[src/rtl/axi_pkg.sv]
// rtl/axi_pkg.sv - shared state encoding and AXI constants for the write-burst master
package axi_pkg;

  typedef enum logic [1:0] {
    ST_IDLE = 2'd0,
    ST_ADDR = 2'd1,
    ST_DATA = 2'd2,
    ST_RESP = 2'd3
  } wr_state_e;

  localparam logic [1:0] BURST_INCR     = 2'b01;
  localparam logic [1:0] RESP_OKAY      = 2'b00;
  localparam logic [1:0] RESP_SLVERR    = 2'b10;
  localparam int         TIMEOUT_CYCLES = 1024;

endpackage

[src/rtl/axi_wr_fifo.sv]
// rtl/axi_wr_fifo.sv - synchronous write-data FIFO with registered pointers and flush
module axi_wr_fifo #(
  parameter int DATA_WIDTH = 32,
  parameter int DEPTH      = 16
) (
  input  logic                  axi_ACLK,
  input  logic                  axi_ARESETn,
  input  logic                  flush,
  input  logic                  in_tvalid,
  output logic                  in_tready,
  input  logic [DATA_WIDTH-1:0] in_tdata,
  output logic                  out_tvalid,
  input  logic                  out_tready,
  output logic [DATA_WIDTH-1:0] out_tdata
);

  localparam int PW = $clog2(DEPTH);

  logic [DATA_WIDTH-1:0] mem [DEPTH];
  logic [PW:0]           wr_ptr;
  logic [PW:0]           rd_ptr;
  logic                  full;
  logic                  empty;
  logic                  push;
  logic                  pop;

  // Extra pointer bit distinguishes full from empty when the indices match.
  assign empty = (wr_ptr == rd_ptr);
  assign full  = (wr_ptr[PW] != rd_ptr[PW]) && (wr_ptr[PW-1:0] == rd_ptr[PW-1:0]);

  assign in_tready  = !full;
  assign out_tvalid = !empty;
  assign out_tdata  = mem[rd_ptr[PW-1:0]];

  assign push = in_tvalid && !full;
  assign pop  = out_tready && !empty;

  always_ff @(posedge axi_ACLK or negedge axi_ARESETn) begin
    if (!axi_ARESETn) begin
      wr_ptr <= '0;
      rd_ptr <= '0;
    end else if (flush) begin
      wr_ptr <= '0;
      rd_ptr <= '0;
    end else begin
      if (push) wr_ptr <= wr_ptr + (PW+1)'(1);
      if (pop)  rd_ptr <= rd_ptr + (PW+1)'(1);
    end
  end

  always_ff @(posedge axi_ACLK) begin
    if (push) mem[wr_ptr[PW-1:0]] <= in_tdata;
  end

endmodule

[src/rtl/axi_wr_burst_master.sv]
// rtl/axi_wr_burst_master.sv - single-outstanding AXI4 INCR write-burst master; optional watchdog via AXI_WR_MASTER_TIMEOUT_EN
module axi_wr_burst_master
  import axi_pkg::*;
#(
  parameter int ADDR_WIDTH = 16,
  parameter int DATA_WIDTH = 32,
  parameter int LEN_WIDTH  = 8,
  parameter int ID_WIDTH   = 4,
  parameter int FIFO_DEPTH = 16
) (
  input  logic                    axi_ACLK,
  input  logic                    axi_ARESETn,
  input  logic                    cmd_valid,
  output logic                    cmd_ready,
  input  logic [ADDR_WIDTH-1:0]   cmd_addr,
  input  logic [LEN_WIDTH-1:0]    cmd_len,
  input  logic [ID_WIDTH-1:0]     cmd_id,
  input  logic                    wd_valid,
  output logic                    wd_ready,
  input  logic [DATA_WIDTH-1:0]   wd_data,
  output logic                    done_valid,
  output logic [1:0]              done_resp,
  output logic                    axi_AWVALID,
  input  logic                    axi_AWREADY,
  output logic [ID_WIDTH-1:0]     axi_AWID,
  output logic [ADDR_WIDTH-1:0]   axi_AWADDR,
  output logic [LEN_WIDTH-1:0]    axi_AWLEN,
  output logic [2:0]              axi_AWSIZE,
  output logic [1:0]              axi_AWBURST,
  output logic                    axi_WVALID,
  input  logic                    axi_WREADY,
  output logic [DATA_WIDTH-1:0]   axi_WDATA,
  output logic [DATA_WIDTH/8-1:0] axi_WSTRB,
  output logic                    axi_WLAST,
  input  logic                    axi_BVALID,
  output logic                    axi_BREADY,
  input  logic [1:0]              axi_BRESP
);

  localparam int         STROBE_WIDTH = DATA_WIDTH / 8;
  localparam logic [2:0] AW_SIZE      = 3'($clog2(STROBE_WIDTH));

  wr_state_e             state;
  logic [ADDR_WIDTH-1:0] aw_addr;
  logic [LEN_WIDTH-1:0]  aw_len;
  logic [ID_WIDTH-1:0]   aw_id;
  logic [LEN_WIDTH-1:0]  beat_cnt;
  logic                  fifo_valid;
  logic [DATA_WIDTH-1:0] fifo_data;
  logic                  cmd_hs;
  logic                  aw_hs;
  logic                  w_hs;
  logic                  b_hs;
  logic                  timeout_hit;

  assign cmd_ready   = (state == ST_IDLE);
  assign axi_AWVALID = (state == ST_ADDR);
  assign axi_WVALID  = (state == ST_DATA) && fifo_valid;
  assign axi_WLAST   = axi_WVALID && (beat_cnt == aw_len);
  assign axi_BREADY  = (state == ST_RESP);

  assign axi_AWADDR  = aw_addr;
  assign axi_AWLEN   = aw_len;
  assign axi_AWID    = aw_id;
  assign axi_AWSIZE  = AW_SIZE;
  assign axi_AWBURST = BURST_INCR;
  assign axi_WDATA   = fifo_data;
  assign axi_WSTRB   = '1;

  assign cmd_hs = cmd_valid && cmd_ready;
  assign aw_hs  = axi_AWVALID && axi_AWREADY;
  assign w_hs   = axi_WVALID && axi_WREADY;
  assign b_hs   = axi_BVALID && axi_BREADY;

`ifdef AXI_WR_MASTER_TIMEOUT_EN
  logic [15:0] idle_cnt;

  // Counts cycles without progress while a burst is in flight.
  always_ff @(posedge axi_ACLK or negedge axi_ARESETn) begin
    if (!axi_ARESETn) begin
      idle_cnt <= '0;
    end else if (state == ST_IDLE || cmd_hs || aw_hs || w_hs || b_hs) begin
      idle_cnt <= '0;
    end else begin
      idle_cnt <= idle_cnt + 16'd1;
    end
  end

  assign timeout_hit = (state != ST_IDLE) && !(aw_hs || w_hs || b_hs) &&
                       (idle_cnt == 16'(TIMEOUT_CYCLES - 1));
`else
  assign timeout_hit = 1'b0;
`endif

  axi_wr_fifo #(
    .DATA_WIDTH (DATA_WIDTH),
    .DEPTH      (FIFO_DEPTH)
  ) u_fifo (
    .axi_ACLK    (axi_ACLK),
    .axi_ARESETn (axi_ARESETn),
    .flush       (timeout_hit),
    .in_tvalid   (wd_valid),
    .in_tready   (wd_ready),
    .in_tdata    (wd_data),
    .out_tvalid  (fifo_valid),
    .out_tready  (w_hs),
    .out_tdata   (fifo_data)
  );

  always_ff @(posedge axi_ACLK or negedge axi_ARESETn) begin
    if (!axi_ARESETn) begin
      state      <= ST_IDLE;
      aw_addr    <= '0;
      aw_len     <= '0;
      aw_id      <= '0;
      beat_cnt   <= '0;
      done_valid <= 1'b0;
      done_resp  <= RESP_OKAY;
    end else begin
      done_valid <= 1'b0;
      if (timeout_hit) begin
        state      <= ST_IDLE;
        done_valid <= 1'b1;
        done_resp  <= RESP_SLVERR;
      end else begin
        case (state)
          ST_IDLE: begin
            if (cmd_hs) begin
              aw_addr  <= cmd_addr;
              aw_len   <= cmd_len;
              aw_id    <= cmd_id;
              beat_cnt <= '0;
              state    <= ST_ADDR;
            end
          end
          ST_ADDR: begin
            if (aw_hs) state <= ST_DATA;
          end
          ST_DATA: begin
            if (w_hs) begin
              if (axi_WLAST) state <= ST_RESP;
              else           beat_cnt <= beat_cnt + LEN_WIDTH'(1);
            end
          end
          ST_RESP: begin
            if (b_hs) begin
              done_valid <= 1'b1;
              done_resp  <= axi_BRESP;
              state      <= ST_IDLE;
            end
          end
          default: state <= ST_IDLE;
        endcase
      end
    end
  end

endmodule
[config.mk]
export PLATFORM = sky130hd
export DESIGN_NAME = axi_wr_burst_master
export DESIGN_NICKNAME = d
export VERILOG_FILES = /design/src/rtl/axi_pkg.sv /design/src/rtl/axi_wr_fifo.sv /design/src/rtl/axi_wr_burst_master.sv
export SDC_FILE = /design/constraint.sdc
export NUM_CORES = 1
export LEC_CHECK = 0
export CAP_MARGIN = 10
export CORE_UTILIZATION = 49
export DETAILED_ROUTE_END_ITERATION = 16
export GPL_TIMING_DRIVEN = 1
export PLACE_DENSITY = 0.68
export SYNTH_ARGS = -nofsm -noshare
export SYNTH_HDL_FRONTEND = slang
export SYNTH_SLANG_ARGS = --single-unit
export TNS_END_PERCENT = 20
[constraint.sdc]
create_clock -name axi_ACLK -period 5.4 [get_ports axi_ACLK]
set_input_delay 1.62 -clock axi_ACLK [delete_from_list [all_inputs] [get_ports axi_ACLK]]
set_output_delay 1.62 -clock axi_ACLK [all_outputs]
set_load 0.05 [all_outputs]
== After elaboration in Yosys (flattened, before gate mapping) ==
Memory sizes are Yosys's and may differ from the RTL's.
Cells that the tools add are included.

* Bitwise gates (word level): 0
* Shifts and indexed selects: 0
* Multiplexer cells: 14
* Equal/unequal tests: 13
* Div/mod/pow operators: 0
* Reduce and logical (&&, ||, !) cells: 17
* $lt $le $gt $ge: 0
* Add/sub/neg operators: 3
* Multipliers: 0

{| class="wikitable"
|+ Operators with widths
! kind !! number
|-
| 8-bit two-way mux || 3
|-
| 8-bit case mux with 2 select lines || 1
|-
| 5-bit by 1-bit adder with 5-bit output (second input constant) || 2
|-
| 2-bit two-way mux || 5
|-
| 1-bit logical AND || 9
|-
| 8-bit by 1-bit adder with 8-bit output (second input constant) || 1
|-
| 8-bit == test || 1
|-
| 2-bit by 1-bit inequality test with 1-bit output (second input constant) || 4
|-
| 2-bit case mux with 4 select lines || 1
|-
| 5-bit == test || 1
|-
| 5-bit AND reduction || 1
|-
| 2-bit == test (second input constant) || 2
|-
| 4-bit == test || 1
|-
| 1-bit two-way mux || 4
|-
| 2-bit inequality test (second input constant) || 2
|-
| 2-bit AND reduction || 2
|-
| 4-bit AND reduction || 1
|-
| 2-bit by 1-bit == test with 1-bit output (second input constant) || 1
|-
| 1-bit logical NOT || 2
|-
| 2-bit logical NOT || 1
|-
| 2-bit nonzero test || 1
|-
| 1-bit inequality test || 1
|}

* Bits in writable memories: 512
* Word-level logic and storage cells: 57
* Memories kept: 1
* ROM bits: 0
* Register bits after elaboration: 51
* Latch bits: 0
* Output and inout port bits: 78

{| class="wikitable"
|+ Memories
! memory !! depth !! bits a word !! rd ports !! clocked after Yosys merged registers in !! write ports !! line !! source
|-
| u_fifo.mem || 16 || 32 || 1 || 0 || 1 || axi_wr_fifo.sv:19 || <nowiki>logic [DATA_WIDTH-1:0] mem [DEPTH];</nowiki>
|}

== Longest topological paths before layout ==
Gate-level depths: netlist (run 1).

* Word-level depth: 7
* Mapped depth: 7
* Mapped depth without buffers: 6

== Hierarchy ==
From an unflattened synthesis (run 1), not the netlist that was laid out.

* Cells, all modules: 1074
* Area, all modules: 22312.6 µm²

{| class="wikitable"
|+ By module, submodules not included
! module !! instances !! area an instance (µm²) !! cells each !! seq. area each (µm²)
|-
| axi_wr_fifo || 1 || 20338.3 || 912 || 15625.0
|-
| axi_wr_burst_master || 1 || 1974.4 || 162 || 1026.0
|}

== Worst setup path before layout (run 1) ==
No wires, ideal clock.

* Path kind: input-to-reg
* From: input port wd_valid
* To: memory u_fifo.mem[0][0] (enable)
* Path buffers: 0
* Slack: -0.323 ns
* Data required time: 4.887 ns
* Stages on the path: 2
* Setup time: 0.513 ns
* Arrival time: 5.210 ns
* Path through: o21ai_0 -> nor4b_1

* Word-level cells in the longest chain between the ends: 3

{| class="wikitable"
|+ Ends and longest elaborated chain
! element !! line !! source
|-
| start, declared || axi_wr_burst_master.sv:18 || <nowiki>input logic wd_valid,</nowiki>
|-
| 1-bit logical AND || axi_wr_fifo.sv:35 || <nowiki>assign push = in_tvalid && !full;</nowiki>
|-
| 1-bit two-way mux || axi_wr_fifo.sv:52 || <nowiki>if (push) mem[wr_ptr[PW-1:0]] <= in_tdata;</nowiki>
|-
| 1-bit two-way mux (implied by the code) || axi_wr_fifo.sv:52 ||
|-
| end, declared || axi_wr_fifo.sv:19 ||
|}

Every way passes these cells.

== Worst setup path in the final report (run 1) ==
* From: register u_fifo.rd_ptr[0]
* To: output port axi_WDATA[18]

* Word-level cells in the longest chain between the ends: 1

{| class="wikitable"
|+ Ends and longest elaborated chain
! element !! line !! source
|-
| start, declared || axi_wr_fifo.sv:21 || <nowiki>logic [PW:0] rd_ptr;</nowiki>
|-
| start signal, assigned || axi_wr_fifo.sv:47 || <nowiki>if (pop) rd_ptr <= rd_ptr + (PW+1)'(1);</nowiki>
|-
| memory read 16 x 32 bit || n/a ||
|-
| end, declared || axi_wr_burst_master.sv:32 || <nowiki>output logic [DATA_WIDTH-1:0] axi_WDATA,</nowiki>
|}

Every way passes these cells.

==> results of run 1 <==
registers in the layout, summed over array words and instances, names as in the netlist:
name,cells
u_fifo.rd_ptr,5
u_fifo.wr_ptr,5
axi_AWADDR,16
u_fifo.mem,512
done_resp,2
beat_cnt,8
done_valid,1
axi_AWLEN,8
axi_AWID,4
state,2
cell families (layout without fill, tap and decap cells):
| family | count (synthesis) | count (layout) | share of synthesized area (%) |
|---|---|---|---|
| flip-flops | 563 | 563 | 75.9 |
| multiplexers | 194 | 194 | 18.2 |
| buffers and inverters | 66 | 278 | 1.81 |
| AND/OR/NAND/NOR | 60 | 60 | 1.72 |
| AO/OA/AOI/OAI | 24 | 24 | 0.879 |
| XOR/XNOR | 22 | 22 | 0.879 |
| adder cells (fa/ha/maj) | 10 | 10 | 0.571 |
| other | 2 | 10 | 0.0342 |
worst paths after layout:
check                                endpoint  slack [ns]
setup reg to reg           u_fifo.mem[10][13]        2.01
setup / recovery                axi_WDATA[18]        0.40
hold / removal                   done_resp[1]        0.50
hold reg to reg                  done_resp[1]        0.50
min in group asynchronous         beat_cnt[2]        0.98
max in group asynchronous    u_fifo.rd_ptr[0]        3.59
cell usage after synthesis (all sizes together) (4+ instances only):
library cell / number / share of area [%]
edfxtp: 512 / 70
mux4: 160 / 16
dfrtp: 51 / 5.8
buf: 36 / 1.3
mux2: 33 / 1.7
clkbuf: 20 / 0.34
nand2: 14 / 0.24
and3: 12 / 0.34
xnor2: 12 / 0.48
nor3b: 11 / 0.38
ha: 10 / 0.57
inv: 10 / 0.17
xor2: 10 / 0.40
a21oi: 6 / 0.14
nand4: 6 / 0.17
a211o: 5 / 0.20
and2: 5 / 0.14
nor4b: 4 / 0.16
o21ai: 4 / 0.091
through the flow:
step | utilization [%] | instance area [µm²] | instances | setup WS, ns
after floorplan | - | 22000 | 948 | -0.323
after global placement | 54.6 | 24100 | 1652 | 0.987
after detailed placement | 54.6 | 24100 | 1652 | 0.966
after CTS | 58.3 | 25800 | 1751 | 0.321
after global routing | 58.3 | 25800 | 1753 | 0.274
final | 58.3 | 25800 | 1753 | 0.403
critical path, delay by kind of cell, from the launching register on:
kind,cells,cell delay (ns)
buffers and inverters,2,1.07
DFF,1,0.58
muxes,2,1.04
power groups by stage:
stage | Combinational, µW | Sequential (µW) | Clock, µW
after floorplan | 3670 | 6000 | 0
after CTS | 5610 | 5660 | 3590
after global routing | 5830 | 5710 | 3750
after detailed placement | 5590 | 5750 | 0
final | 5520 | 5650 | 3520
after global placement | 5570 | 5720 | 0
layer usage:
| metal | GRT usage [%] | part of all wire, % |
|---|---|---|
| met5 | 0 | 0 |
| met2 | 33.9 | 52 |
| met1 | 27.0 | 41 |
| met4 | 6.72 | 2.5 |
| met3 | 3.71 | 5.5 |
cell usage in the layout, fill, tap and decap left out, types with 7 or more instances in the layout:
cell type,count
edfxtp_1,512
mux4_2,159
clkdlybuf4s50_1,136
clkbuf_16,55
dfrtp_1,47
mux2_2,31
buf_4,21
clkbuf_1,16
nand2_1,14
xnor2_1,12
clkinv_1,11
xor2_1,10
ha_1,10
buf_12,10
inv_1,9
and3_1,9
conb_1,9
clkinv_2,8
nor3b_1,7
cell type report:
class                      count  area (µm²)  share of cell area [%]
antenna                        1        2.50                 0.00970
multi-input combinational    319        4960                    19.2
clock inverter                27         191                   0.742
tap                          592         741                    2.87
timing repair buffer         169        1750                    6.79
clock buffer                  72        1450                    5.62
sequential                   563       16700                    64.6
inverter                      10        37.5                   0.145
==> summary.txt, run 1 <==
Synthesis
  • Syn Inst Count: 941
  • Seq/Total Area, Yosys: 75.9%
  • Syn. warnings: 0
  • Synthesized area per cell: 23.3 µm²
  • Area of the mapped netlist: 0.0219 mm²
  • #FFs+latches synth: 563
  • Post-synth EDFFs: 512
  • Netlist cell types: 43
  • Ys async rst share: 9.06%
  • Top_reg_cell synth: edfxtp_1

Global routing
  • Largest net degree at the start of global routing: 60
  • First-pass GRT wire length: 65,900 µm
  • Gr ovfl total: 0
  • Vias in the first global route: 10,318
  • Overall routing resource usage: 20.2%
  • Antenna violations before repair: 1

Floorplanning
  • Core Rows: 77
  • Core ar.: 0.0442 mm²
  • Initial Util: 49.6%
  • # IOs: 147
  • Die height: 214 µm
  • Die area: 0.0456 mm²
  • Die W: 214 µm

STA
  • Unrepaired setup endpoints after global routing: no
  • Final Cycle Share: 92.5%
  • Post-route minimum period: 5.00 ns
  • Slew @ Worst Pin: 0.932 ns
  • Fmax: 200 MHz
  • Setup TNS: 0 ns
  • Max-Slew Margin vs Limit: 37.2%
  • Slew Limit Fails: 0
  • Final setup violation count: 0
  • Final Skew: 0.0215 ns
  • Hold Violations, Final: 0
  • Worst hold slack: 0.502 ns

Setup path
  • Crit path largest cell delay: 0.72 ns
  • Setup CP Type: flop to output pin
  • Critical Path Fanout Max: 45
  • Reg2Reg Launch Point: u_fifo.rd_ptr[1]
  • CP most frequent cell: mux4_2
  • R2R cell count: 7
  • Crit path cell chain: buf_12 -> mux4_2 -> mux4_2 -> clkdlybuf4s50_1
  • CP startpoint: u_fifo.rd_ptr[0]
  • Req. time, crit path: 3.78 ns
  • Crit-path slowest cell: clkdlybuf4s50_1
  • Critical Path Sink Type: output pin
  • Startpoint types: flop
  • Critical Path AT: 3.38 ns

Clock network
  • Hold_buf cts: 0
  • CTS H-tree lvls: 2
  • CTS Sinks: 563
  • Post-cts resize count: 0
  • Clk_lat worst skew: 0.61 ns
  • Max Root-Sink Buffers: 3
  • Clock Tree Root: clkbuf_16
  • Clk slew on worst S/H paths: 0.06 ns
  • CTS buffer count: 55
  • Post-CTS setup buffers: 0
  • CTS tree: yes

Route
  • Via Count: 9,953
  • Mean number of vias per cell: 5.68
  • Final ANT Viol Nets: 0
  • DRT Pass-1 Iters: 7
  • # DRC: 0
  • WL/cell: 25.5 µm
  • Starting DRT DRC Count: 810
  • Wirelength, routed: 44,600 µm

Min path
  • Cell count of the worst hold path: 1
  • Type of the worst min-delay path: flop to flop
  • Hold Startpoint: done_resp[1]

Place
  • Port bufs: 137
  • GPL Wtd Cong: 0.755
  • Detailed Place HPWL: 23,700 µm

Pwr
  • Internal power: 9650 µW
  • Peak supply drop: 0.000451 V
  • Pwr per Cell Area: 569 mW/mm²
  • Reg power frac: 38.5%
  • Final Total Pwr: 14,700 µW
  • Pleak: 0.00844 µW
  • NetSw: 5040 µW
  • Clock share of power: 23.9%
  • Combinational power share: 37.6%
  • Sw frac: 34.3%

Run status
  • Outcome: finished, final reports clean

Cells and area
  • Area Overhead vs Synth: 17.6%
  • Final nets: 1,197
  • Fill cell total of the finished layout: 3,152
  • Share of cells above drive strength 1: 27.6%

Run
  • Max_cap viols: 0
No activity file was read; power rests on OpenSTA's default activity.
==> run 2: changes to the inputs <==
--- a/config.mk
+++ b/config.mk
@@ -10,6 +10,7 @@
 export DETAILED_ROUTE_END_ITERATION = 16
 export GPL_TIMING_DRIVEN = 1
 export PLACE_DENSITY = 0.68
+export SKIP_CTS_REPAIR_TIMING = 1
 export SYNTH_ARGS = -nofsm -noshare
 export SYNTH_HDL_FRONTEND = slang
 export SYNTH_SLANG_ARGS = --single-unit
==> results of run 2 <==
Final layout, timing and power as in run 1 (identical DEF).
==> edit, RTL diff (config.mk and constraints of run 1) <==
The parameter `FIFO_DEPTH` goes from 16 to 32.
--- a/src/rtl/axi_wr_burst_master.sv
+++ b/src/rtl/axi_wr_burst_master.sv
@@ -8,3 +8,3 @@
   parameter int ID_WIDTH   = 4,
-  parameter int FIFO_DEPTH = 16
+  parameter int FIFO_DEPTH = 32
 ) (
Formal check against the unedited RTL: same outputs for any inputs over 4 cycles, from zero or initial values and one cycle with axi_ARESETn low; that may be too few to reach the edited logic, so the function may still have changed.
==> edit against run 1 <==
Worst setup slack worse by 0.28 ns. Sequential cell count up 514. Critical path depth up 2. Sequential share of layout area up 1.5 points. Area after synthesis up 89%. Power up 81%. Wire length up 110%. Global-route usage up 2.2 points. Cell area up 88%. Count of clock-buffer cells in the layout up 62. Non-clock buffer count up 53. Clock power up 110%. Largest power group unchanged.
==> edit: results (changes against run 1) <==
| Metric | Value |
|---|---|
| Share of cells above drive strength 1 | 32.96% (was 27.59%) |
| Dpl hpwl | 49020 um (was 23700 um) |
| Warning count from the yosys run | 0 (unchanged) |
| Worst Hold Class | reg -> reg (unchanged) |
| Synth area leaders | edfxtp_1, mux4_2, dfrtp_1 (unchanged) |
| Initial antenna violation count | 3 (was 1) |
| Cts repair resizes | 0 (unchanged) |
| Arrival time worst endpoint | 3.66 ns (was 3.38 ns) |
| Pleak | 15.53 nW (was 8.439 nW) |
| Overall via count from detail_route | 19.16k (was 9953) |
| TritonCTS Buffers | 107 (was 55) |
| DR iter-0 viols | 2151 (was 810) |
| Post-synth cell types | 39 (was 43) |
| Total Routing Usage GR | 22.40% (was 20.22%) |
| Crit Path Max Fanout | 27 (was 45) |
| Clock transition at path regs | 0.06 ns (about the same) |
| Avg Cell Area, Syn | 24.11 sq um (was 23.31 sq um) |
| DRC Markers | 0 (unchanged) |
| Status | finished, final reports clean (unchanged) |
| Sequential fraction of the synthesis area | 77.21% (was 75.92%) |
| Placed Cells | 2991 (was 1652) |
| CTS Buffer Depth | 3 (unchanged) |
| 1st-pass router iterations | 7 (unchanged) |
| Largest net degree at the start of global routing | 77 (was 60) |
| I/O Buffers | 137 (unchanged) |
| Clock skew | 0.02311 ns (was 0.02152 ns) |
| Worst Tran Pin Value | 1.146 ns (was 0.9321 ns) |
| Root buffer cell | clkbuf_16 (unchanged) |
| Most common library cells after synthesis | edfxtp_1, mux4_2, mux2_2, dfrtp_1, clkbuf_1 (was edfxtp_1, mux4_2, dfrtp_1, mux2_2, clkbuf_1) |
| Antenna cells | 0 (was 1) |
| Clock Latency Late Sink | 0.69 ns (was 0.61 ns) |
| First-pass GRT wire length | 136600 um (was 65860 um) |
| Max reg flops | 1024 (was 512) |
| Post-synth EDFFs | 1024 (was 512) |
| Pre-CTS WS | 0.7386 ns (was 0.9660 ns) |
| Async SR Flop Fraction | 4.921% (was 9.059%) |
| Worst VDD drop | 0.0003725 V (was 0.0004510 V) |
| Routed WL | 94590 um (was 44640 um) |
| Vias in the first global route | 19.77k (was 10.32k) |
| Post-CTS setup buffer count | 0 (unchanged) |
| Via density | 6.006 (was 5.678) |
| Final Wtd Congestion | 0.7444 (was 0.7550) |
| H-Tree Depth | 3 (was 2) |
| Filler instances | 5916 (was 3152) |
| Post-layout nets | 2045 (was 1197) |
edit: changes by cell type after synthesis, moves of 7 or more:
cell | before | now
nor2_1 | 1 | 38
nor3b_1 | 11 | 0
a31oi_1 | 0 | 7
mux4_2 | 159 | 320
mux2_2 | 31 | 63
edfxtp_1 | 512 | 1024
clkbuf_1 | 20 | 42
buf_4 | 9 | 30
buf_6 | 13 | 4
edit: worst paths after layout:
path / endpoint / depth (start not counted) / slack [ns] / startpoint
hold reg to reg: done_resp[1] / 1 / 0.50 / done_resp[1]
hold / removal: done_resp[1] / 1 / 0.50 / done_resp[1]
min in group asynchronous: axi_AWLEN[7] / 2 / 1.07 / axi_ARESETn
setup / recovery: axi_WDATA[2] / 6 / 0.12 / u_fifo.rd_ptr[0]
max in group asynchronous: u_fifo.rd_ptr[0] / 2 / 3.80 / axi_ARESETn
setup reg to reg: u_fifo.mem[5][18] / 6 / 1.92 / u_fifo.rd_ptr[1]
edit: per-layer routing:
| layer | global-route usage (%) | vias to the layer above | part of all wire, % |
|---|---|---|---|
| met4 | 5.568 | 4 | 2.0 |
| met3 | 3.979 | 135 | 7.3 |
| li1 | - | 7826 | - |
| met5 | 0 | - | 0.024 |
| met2 | 37.40 | 814 | 51 |
| met1 | 30.86 | 10390 | 40 |
edit: power breakdown:
group | total (W) | switching, W | internal [W]
combinational | 0.00889 | 0.00491 | 0.00398
clock | 0.00753 | 0.00315 | 0.00438
sequential | 0.0102 | 0.000366 | 0.00985
edit: cells by family after synthesis:
logic type,after synthesis,synth area share (%)
simple gates,89,0.9909
flops,1077,77.21
mux,389,19.20
xor+xnor,25,0.5271
fa+ha+maj,10,0.3012
buf+inv,105,1.316
other cells,2,0.01808
compound gates,26,0.4307
edit: area by class of cell:
cell class	count	area (sq um)	share of cell area, %
multi-input cells	548	9185	18.93
clock buffers	134	2799	5.767
clock inverters	66	794.5	1.637
repair buffers	222	2206	4.545
well taps	1134	1419	2.924
inverters	10	37.54	0.07734
flip-flops and latches	1077	32090	66.12
edit: per-stage QoR:
step	hold slack, ns	util (%)	total power (W)	cell area, sq um
detailed placement	0.4925	53.57	0.01938	44910
floorplan	0.4849	-	0.01670	41570
CTS	0.5056	57.86	0.02691	48500
finish	0.5032	57.90	0.02663	48530
global route	0.5228	57.90	0.02760	48530
global placement	0.4857	53.57	0.01927	44910
edit: critical path: stages (launching register included):
cell and delay (ns):
dfrtp_4 0.49, buf_12 0.20, buf_12 0.26, mux4_2 0.54, mux4_2 0.49, mux2_2 0.28, clkdlybuf4s50_1 0.70
